`config.mk`:
```
export PLATFORM = sky130hd
export DESIGN_NAME = mem_access_unit
export DESIGN_NICKNAME = d
export VERILOG_FILES = /design/src/rtl/mem_access_unit.sv
export SDC_FILE = /design/constraint.sdc
export NUM_CORES = 1
export LEC_CHECK = 0
export CORE_MARGIN = 8
export CORE_UTILIZATION = 45
export DETAILED_ROUTE_END_ITERATION = 10
export GPL_ROUTABILITY_DRIVEN = 0
export GPL_TIMING_DRIVEN = 1
export PLACE_DENSITY = 0.94
export SLEW_MARGIN = 25
export SYNTH_ARGS = -nofsm -noshare
export SYNTH_HDL_FRONTEND = slang
export SYNTH_SLANG_ARGS = --single-unit
```
`constraint.sdc`:
```
create_clock -name iwClk -period 10.8 [get_ports iwClk]
set_clock_uncertainty 0.15 [all_clocks]
set_input_delay 1.62 -clock iwClk [delete_from_list [all_inputs] [get_ports iwClk]]
set_output_delay 1.62 -clock iwClk [all_outputs]
set_load 0.03 [all_outputs]
```
`src/rtl/mem_access_unit.sv`:
```
// Load/store front end for a byte-addressed single-cycle memory: valid/ready request in,
// one memory cycle, extended response out. Optional macro MEMIF_ALIGN_CHECK_EN rejects misaligned H/W.
module mem_access_unit #(
  parameter int unsigned pWords         = 32'd44,
  parameter logic        pRspErrOnRange = 1'b1
) (
  input  logic        iwClk,
  input  logic        iwRst,
  input  logic        iwReqValid,
  output logic        owReqReady,
  input  logic        iwReqWrite,
  input  logic [2:0]  iwReqFunct3,
  input  logic [31:0] iwReqAddr,
  input  logic [31:0] iwReqData,
  output logic        owRspValid,
  input  logic        iwRspReady,
  output logic [31:0] orRspData,
  output logic        orRspErr,
  output logic [31:0] orMemReadAddr,
  output logic [31:0] orMemWriteAddr,
  output logic [31:0] orMemWriteData,
  output logic [3:0]  orMemWstrb,
  input  logic [31:0] iwMemReadData
);

  localparam logic [32:0] LP_LIMIT = 33'(pWords) * 33'd4;

  typedef enum logic [1:0] {
    ST_IDLE,
    ST_ACCESS,
    ST_RESP
  } state_t;

  state_t      r_state;
  state_t      w_next;

  logic        r_write;
  logic [2:0]  r_funct3;

  logic [32:0] w_bytes;
  logic [32:0] w_end;
  logic        w_f3_bad;
  logic        w_range_bad;
  logic        w_align_bad;
  logic        w_illegal;
  logic [31:0] w_wdata;
  logic [3:0]  w_wstrb;
  logic [31:0] w_ext;

  // Request decode: size, legality and store lane formatting
  always_comb begin
    w_bytes = 33'd1;
    w_wdata = {24'h0, iwReqData[7:0]};
    w_wstrb = 4'b0001;
    unique case (iwReqFunct3[1:0])
      2'b01: begin
        w_bytes = 33'd2;
        w_wdata = {16'h0, iwReqData[15:0]};
        w_wstrb = 4'b0011;
      end
      2'b10: begin
        w_bytes = 33'd4;
        w_wdata = iwReqData;
        w_wstrb = 4'b1111;
      end
      default: begin
        w_bytes = 33'd1;
        w_wdata = {24'h0, iwReqData[7:0]};
        w_wstrb = 4'b0001;
      end
    endcase

    if (iwReqWrite) begin
      w_f3_bad = !(iwReqFunct3 inside {3'b000, 3'b001, 3'b010});
    end else begin
      w_f3_bad = iwReqFunct3 inside {3'b011, 3'b110, 3'b111};
    end

    // 33-bit sum so an address near 2^32 cannot wrap back into range
    w_end       = {1'b0, iwReqAddr} + w_bytes;
    w_range_bad = pRspErrOnRange && (w_end > LP_LIMIT);

    w_align_bad = 1'b0;
`ifdef MEMIF_ALIGN_CHECK_EN
    unique case (iwReqFunct3[1:0])
      2'b01:   w_align_bad = iwReqAddr[0];
      2'b10:   w_align_bad = |iwReqAddr[1:0];
      default: w_align_bad = 1'b0;
    endcase
`endif

    w_illegal = w_f3_bad || w_range_bad || w_align_bad;
  end

  // Load extension on the raw memory word; byte 0 is already at [7:0]
  always_comb begin
    w_ext = iwMemReadData;
    unique case (r_funct3)
      3'b000:  w_ext = {{24{iwMemReadData[7]}}, iwMemReadData[7:0]};
      3'b001:  w_ext = {{16{iwMemReadData[15]}}, iwMemReadData[15:0]};
      3'b100:  w_ext = {24'h0, iwMemReadData[7:0]};
      3'b101:  w_ext = {16'h0, iwMemReadData[15:0]};
      default: w_ext = iwMemReadData;
    endcase
  end

  always_ff @(posedge iwClk or posedge iwRst) begin
    if (iwRst) begin
      r_state <= ST_IDLE;
    end else begin
      r_state <= w_next;
    end
  end

  always_comb begin
    w_next = r_state;
    unique case (r_state)
      ST_IDLE: begin
        if (iwReqValid) begin
          w_next = w_illegal ? ST_RESP : ST_ACCESS;
        end
      end
      ST_ACCESS: w_next = ST_RESP;
      ST_RESP: begin
        if (iwRspReady) begin
          w_next = ST_IDLE;
        end
      end
      default: w_next = ST_IDLE;
    endcase
  end

  assign owReqReady = (r_state == ST_IDLE);
  assign owRspValid = (r_state == ST_RESP);

  always_ff @(posedge iwClk or posedge iwRst) begin
    if (iwRst) begin
      r_write        <= 1'b0;
      r_funct3       <= '0;
      orRspData      <= '0;
      orRspErr       <= 1'b0;
      orMemReadAddr  <= '0;
      orMemWriteAddr <= '0;
      orMemWriteData <= '0;
      orMemWstrb     <= '0;
    end else begin
      unique case (r_state)
        ST_IDLE: begin
          if (iwReqValid) begin
            r_write  <= iwReqWrite;
            r_funct3 <= iwReqFunct3;
            if (w_illegal) begin
              orRspErr  <= 1'b1;
              orRspData <= '0;
            end else begin
              orRspErr       <= 1'b0;
              orMemReadAddr  <= iwReqAddr;
              orMemWriteAddr <= iwReqAddr;
              if (iwReqWrite) begin
                orMemWriteData <= w_wdata;
                orMemWstrb     <= w_wstrb;
              end
            end
          end
        end
        ST_ACCESS: begin
          orMemWstrb <= '0;
          orRspErr   <= 1'b0;
          orRspData  <= r_write ? '0 : w_ext;
        end
        default: begin
          orMemWstrb <= '0;
        end
      endcase
    end
  end

endmodule

```
# [Yosys cells after proc, flatten, opt, wreduce, memory -nomap -nowiden]
# Cells that the tools add are included.
[op_classes] n_addsub=1 order_cmp=1 eq_ne=17 mux=20 bitwise_logic=1 reduce_logical=15
[op_table] op="$pmux 32 s2" n=2
[op_table] op="$pmux 32 s4" n=1
[op_table] op="$mux 32" n=3
[op_table] op="$add 32x33->33" n=1
[op_table] op="$gt 33x8->1 const B" n=1
[op_table] op="$mux 4" n=4
[op_table] op="$eq 3x3->1 const B" n=4
[op_table] op="$reduce_and 3->1" n=3
[op_table] op="$pmux 4 s2" n=1
[op_table] op="$eq 3x1->1 const B" n=2
[op_table] op="$eq 3x2->1 const B" n=2
[op_table] op="$logic_not 3->1" n=2
[op_table] op="$mux 2" n=3
[op_table] op="$ne 2x1->1 const B" n=3
[op_table] op="$pmux 2 s3" n=1
[op_table] op="$pmux 3 s2" n=1
[op_table] op="$reduce_and 2->1" n=3
[op_table] op="$reduce_bool 3->1" n=2
[op_table] op="$eq 2x1->1 const B" n=2
[op_table] op="$eq 2x2->1 const B" n=2
[op_table] op="$ne 2x2->1 const B" n=2
[op_table] op="$reduce_and 4->1" n=1
[op_table] op="$mux 1" n=3
[op_table] op="$logic_not 2->1" n=1
[op_table] op="5 further kinds" n=5
[word_totals] reg_bits=107 output_inout_bits=135 elab_cells=63

# [Depth between registers and ports, before layout]
[logic_depth] word_depth=8 ltp_mapped=13

# [Worst setup path after synthesis]
# Ideal clock, no wire load.
[synth_path] kind="input port to flip-flop" from="in iwReqFunct3[0]" to="reg orMemWriteData[0]" setup_ps=128 arrival_time_ps=4652 required_time_ps=10522 slack_ps=5870 cell_stages=13 path_buffers=1 path_cell_list="inv_1 -> ha_1 -> inv_1 -> ha_1 -> fa_1 -> a21o_1 -> nand4_4 -> or4b_1 -> a22oi_2 -> nand4_2 -> nor4_4 -> buf_6 -> mux2_1"
[synth_via] elab_chain_cells=7 word_cells_on_any_way=18 cone_classes="add/sub (1); order compare (1); eq/ne (7); mux (2); bitwise (1); reduce/logical (6)"
[synth_rtl] item="start, declared" line_no="12" source="input logic [2:0] iwReqFunct3,"
[synth_rtl] item="$eq 2x2->1, or another cell as far along" line_no="55" source="unique case (iwReqFunct3[1:0])"
[synth_rtl] item="$pmux 3 s2 or $reduce_bool 3->1 (tied branches)" line_no="55, 74"
[synth_rtl] item="$add 32x33->33 or $logic_not 1->1 (tied branches)" line_no="80, 74"
[synth_rtl] item="$gt 33x8->1 or $mux 1 (tied branches)" line_no="81, 73"
[synth_rtl] item="$logic_or 1x1->1 *" line_no="92" source="w_illegal = w_f3_bad || w_range_bad || w_align_bad;"
[synth_rtl] item="$not 1->1 (no line) *"
[synth_rtl] item="$reduce_and 4->1 (no line) *"
[synth_rtl] item="end signal, assigned" line_no="160" source="orMemWriteData <= w_wdata;"
[synth_rtl] item="end, declared" line_no="21" source="output logic [31:0] orMemWriteData,"
# Mark *: on every way between the ends. The rest lies on a longest branch, timed or not.
# A chain may end at the register's enable or synchronous reset.

# [Worst setup path after layout]
[layout_path] from="in iwReqFunct3[0]" to="reg orMemWriteAddr[9]"
[layout_via] elab_chain_cells=7 word_cells_on_any_way=18 cone_classes="add/sub (1); order compare (1); eq/ne (7); mux (2); bitwise (1); reduce/logical (6)"
[layout_rtl] item="$eq 2x2->1, or another cell as far along" line_no="55"
[layout_rtl] item="$pmux 3 s2 or $reduce_bool 3->1 (tied branches)" line_no="55, 74"
[layout_rtl] item="$add 32x33->33 or $logic_not 1->1 (tied branches)" line_no="80, 74"
[layout_rtl] item="$gt 33x8->1 or $mux 1 (tied branches)" line_no="81, 73"
[layout_rtl] item="$logic_or 1x1->1 *" line_no="92"
[layout_rtl] item="$not 1->1 (no line) *"
[layout_rtl] item="$reduce_and 3->1 (no line) *"
[layout_rtl] item="end signal, assigned" line_no="158" source="orMemWriteAddr <= iwReqAddr;"
[layout_rtl] item="end, declared" line_no="20" source="output logic [31:0] orMemWriteAddr,"
# Marks and branches as above.

==> summary.txt <==
Route
  – Drt total wl: 16.57 mm
  – Routed len/inst: 17.15 um
  – # DRC: 0
  – Vias per inst: 5.126
  – DR vias: 4952
  – Initial DRC count: 253
  – Pre-antenna DRT Iters: 4
  – Routed Antenna Nets: 0

Run status
  – Outcome: finished, final reports clean

Floorplan
  – Initial Util: 45.28%
  – Row Count: 41
  – Die span in x: 127.8 um
  – Die Ht: 127.8 um
  – Core ar.: 12410 um^2
  – Area of the die: 16330 um^2
  – # IOs: 239

Global route
  – Global-route wire length before repair: 25.92 mm
  – Vias in the first global route: 5112
  – Antenna violations before repair: 0
  – Gr ovfl total: 0
  – Largest net degree at the start of global routing: 55
  – Total track usage: 19.96%

Setup path
  – Crit path max-delay family: simple AND/OR/NAND/NOR gates
  – Worst-path maximum fanout: 21
  – Critical path, cell by cell: clkdlybuf4s50_1, inv_1, ha_1, ha_1, or2_1, nand3_2, nor3_1, a2111oi_0, a21oi_1, nor4_4, buf_6, buf_4, nor2b_1
  – CP startpoint kind: input pin
  – Crit path DAT: 5.87 ns
  – Worst Setup End Kind: flip-flop
  – Most used cell, CP: ha_1
  – Slowest CP cell: ha_1
  – Max stage delay on crit path: 0.68 ns
  – Crit path kind: in -> reg
  – Worst Path Required: 10.87 ns
  – WP buf/inv: 4

STA
  – Final Setup Violations: 0
  – Final Cycle Share: 53.70%
  – Sum Neg Setup Slack: 0 ns
  – Worst-Margin Slew: 0.9617 ns
  – Fin crit period: 5.800 ns
  – WHS: 0.3418 ns
  – Final Max Tran Viols: 0
  – Final hold violation count: 0
  – Slew margin rel.: 35.89%
  – Unrepaired setup endpoints after global routing: no
  – Max Clk Rate: 0.1724 GHz

Clocking
  – Clk Latency, worst-skew pair: 0.34 ns
  – Post-CTS Repair Setup Buffers: 0
  – PostCTS Resize Cnt: 0
  – TritonCTS clock tree: built
  – Worst-path clk slew: 0.07 ns
  – Clk sinks: 106
  – Clock Tree Buf Depth: 2
  – Total CTS buffers: 9
  – Root Buffer Master: clkbuf_16
  – CTS H-tree lvls: 3
  – CTS Hold Bufs: 0

Cells and area
  – Number of diodes: 0
  – Most common cell after layout, fill and taps aside: clkdlybuf4s50_1
  – Post-route cell area: 8229 um^2
  – Most frequent cells in the layout: clkdlybuf4s50_1, dfrtp_1, nor2_1, nand2_1
  – Layout cells sized above 1: 4.786%
  – Area Overhead vs Synth: 46.38%
  – Nets: 901

Power and ir drop
  – Tot Pwr: 867.4 uW
  – Power per Cell Area: 105.4 nW/um^2
  – Worst VDD drop: 0.00006950 V
  – Lkg Pwr: 0.003681 uW

Logic synthesis
  – Synth area leaders: dfrtp_1, mux2i_1, nor2_1
  – Yosys reg bits: 106
  – Synth top area share: 47.18%
  – Ys Warns: 0
  – Synth cell types: 61
  – Asr flop ratio synth: 100.0%
  – Sequential-to-total area share from yosys stat: 47.18%
  – Post-Syn Instances: 589
  – Yosys top cell by area: dfrtp_1
  – Synth Flop Type: dfrtp_1
  – Synthesized net count: 701
  – Post-synth EDFFs: 0
  – Mapped cell area: 5622 um^2
  – Avg Cell Area, Syn: 9.544 um^2

Place
  – Port bufs: 238
  – Area post-placement: 7904 um^2
  – Hpwl dp: 12.72 mm

Job
  – Max-cap violations: 0

Min path
  – Worst Hold Class: reg -> reg
==> cells by family after synthesis <==
group	Yosys count	share of synthesized area [%]
AO/OA/AOI/OAI	100	10.93
buffers and inverters	102	9.526
AND/OR/NAND/NOR	214	19.76
adder cells (fa/ha/maj)	8	1.914
flip-flops	106	47.18
XOR/XNOR	10	1.558
multiplexers	49	9.125
==> sequential cells by signal, indices dropped and copies added (netlist names) <==
name            flops
orMemWriteAddr     32
orMemWriteData     32
orMemWstrb          3
orRspData          32
orRspErr            1
r_funct3            3
r_state             2
r_write             1
==> worst register-to-register path, delay by kind of cell (launching register included) <==
kind          cells  cell delay (ns)
buf+inv           2             0.48
simple gates      5             1.82
flops             1             0.42
==> where the power goes <==
part           internal (uW)  switching (uW)
clock network            184             158
registers                400            12.6
logic                   56.9            56.0
total                    641             226
==> synthesized netlist by cell type, types with 2 or more instances <==
| cell type | count |
|---|---|
| a21o_1 | 4 |
| a21oi_1 | 46 |
| a22oi_1 | 8 |
| and2_1 | 2 |
| and3_1 | 2 |
| and4_1 | 6 |
| buf_2 | 2 |
| buf_4 | 34 |
| buf_6 | 3 |
| clkbuf_1 | 15 |
| dfrtp_1 | 106 |
| ha_1 | 7 |
| inv_1 | 47 |
| mux2_1 | 14 |
| mux2_2 | 4 |
| mux2i_1 | 31 |
| nand2_1 | 55 |
| nand2b_1 | 2 |
| nand3_1 | 8 |
| nand4_1 | 7 |
| nor2_1 | 69 |
| nor2b_1 | 25 |
| nor3_1 | 6 |
| nor3b_1 | 9 |
| nor4_1 | 4 |
| nor4_4 | 2 |
| o21a_1 | 3 |
| o21ai_0 | 17 |
| o31a_1 | 2 |
| o31ai_1 | 4 |
| or3_1 | 5 |
| or4_1 | 3 |
| xnor2_1 | 6 |
| xor2_1 | 4 |
==> path summary, 6_finish.rpt <==
kind	from	endpoint	slack (ns)	cells after the start
setup / recovery	iwReqFunct3[0]	orMemWriteAddr[9]$_DFFE_PP0P_	5.00	13
hold / removal	orMemWriteData[3]$_DFFE_PP0P_	orMemWriteData[3]$_DFFE_PP0P_	0.34	1
setup reg to reg	r_state[1]$_DFFE_PP0P_	orMemWriteAddr[9]$_DFFE_PP0P_	7.80	7
hold reg to reg	orMemWriteData[3]$_DFFE_PP0P_	orMemWriteData[3]$_DFFE_PP0P_	0.34	1
max in group asynchronous	iwRst	orMemWriteData[18]$_DFFE_PP0P_	7.78	3
min in group asynchronous	iwRst	orRspData[16]$_DFFE_PP0P_	1.57	2
==> routing by layer <==
metal  track usage [%]  vias up  wire length, um
met4             7.343        0              401
met3             7.446       30             1490
li1                  -     2370                -
met2             33.32      188             7968
met1             22.91     2364             6708
met5                 0        -                0
==> stage by stage <==
step / std cells / utilization [%] / worst slack (ns)
detailed placement: 949 / 63.67 / 4.338
CTS: 965 / 66.20 / 4.727
floorplan: 589 / - / 5.870
global placement: 949 / 63.64 / 4.539
finish: 966 / 66.29 / 5.000
global route: 966 / 66.29 / 4.604
==> final cells by class <==
type                       instances  area (um^2)
multi-input combinational        381         2437
tap                              172        215.2
sequential                       106         2653
timing repair buffer             244         2431
clock inverter                     7        88.84
clock buffer                       9        225.2
inverter                          47        178.9
fill                            1011         4185
Note: power is estimated with default switching activity, not from simulation.
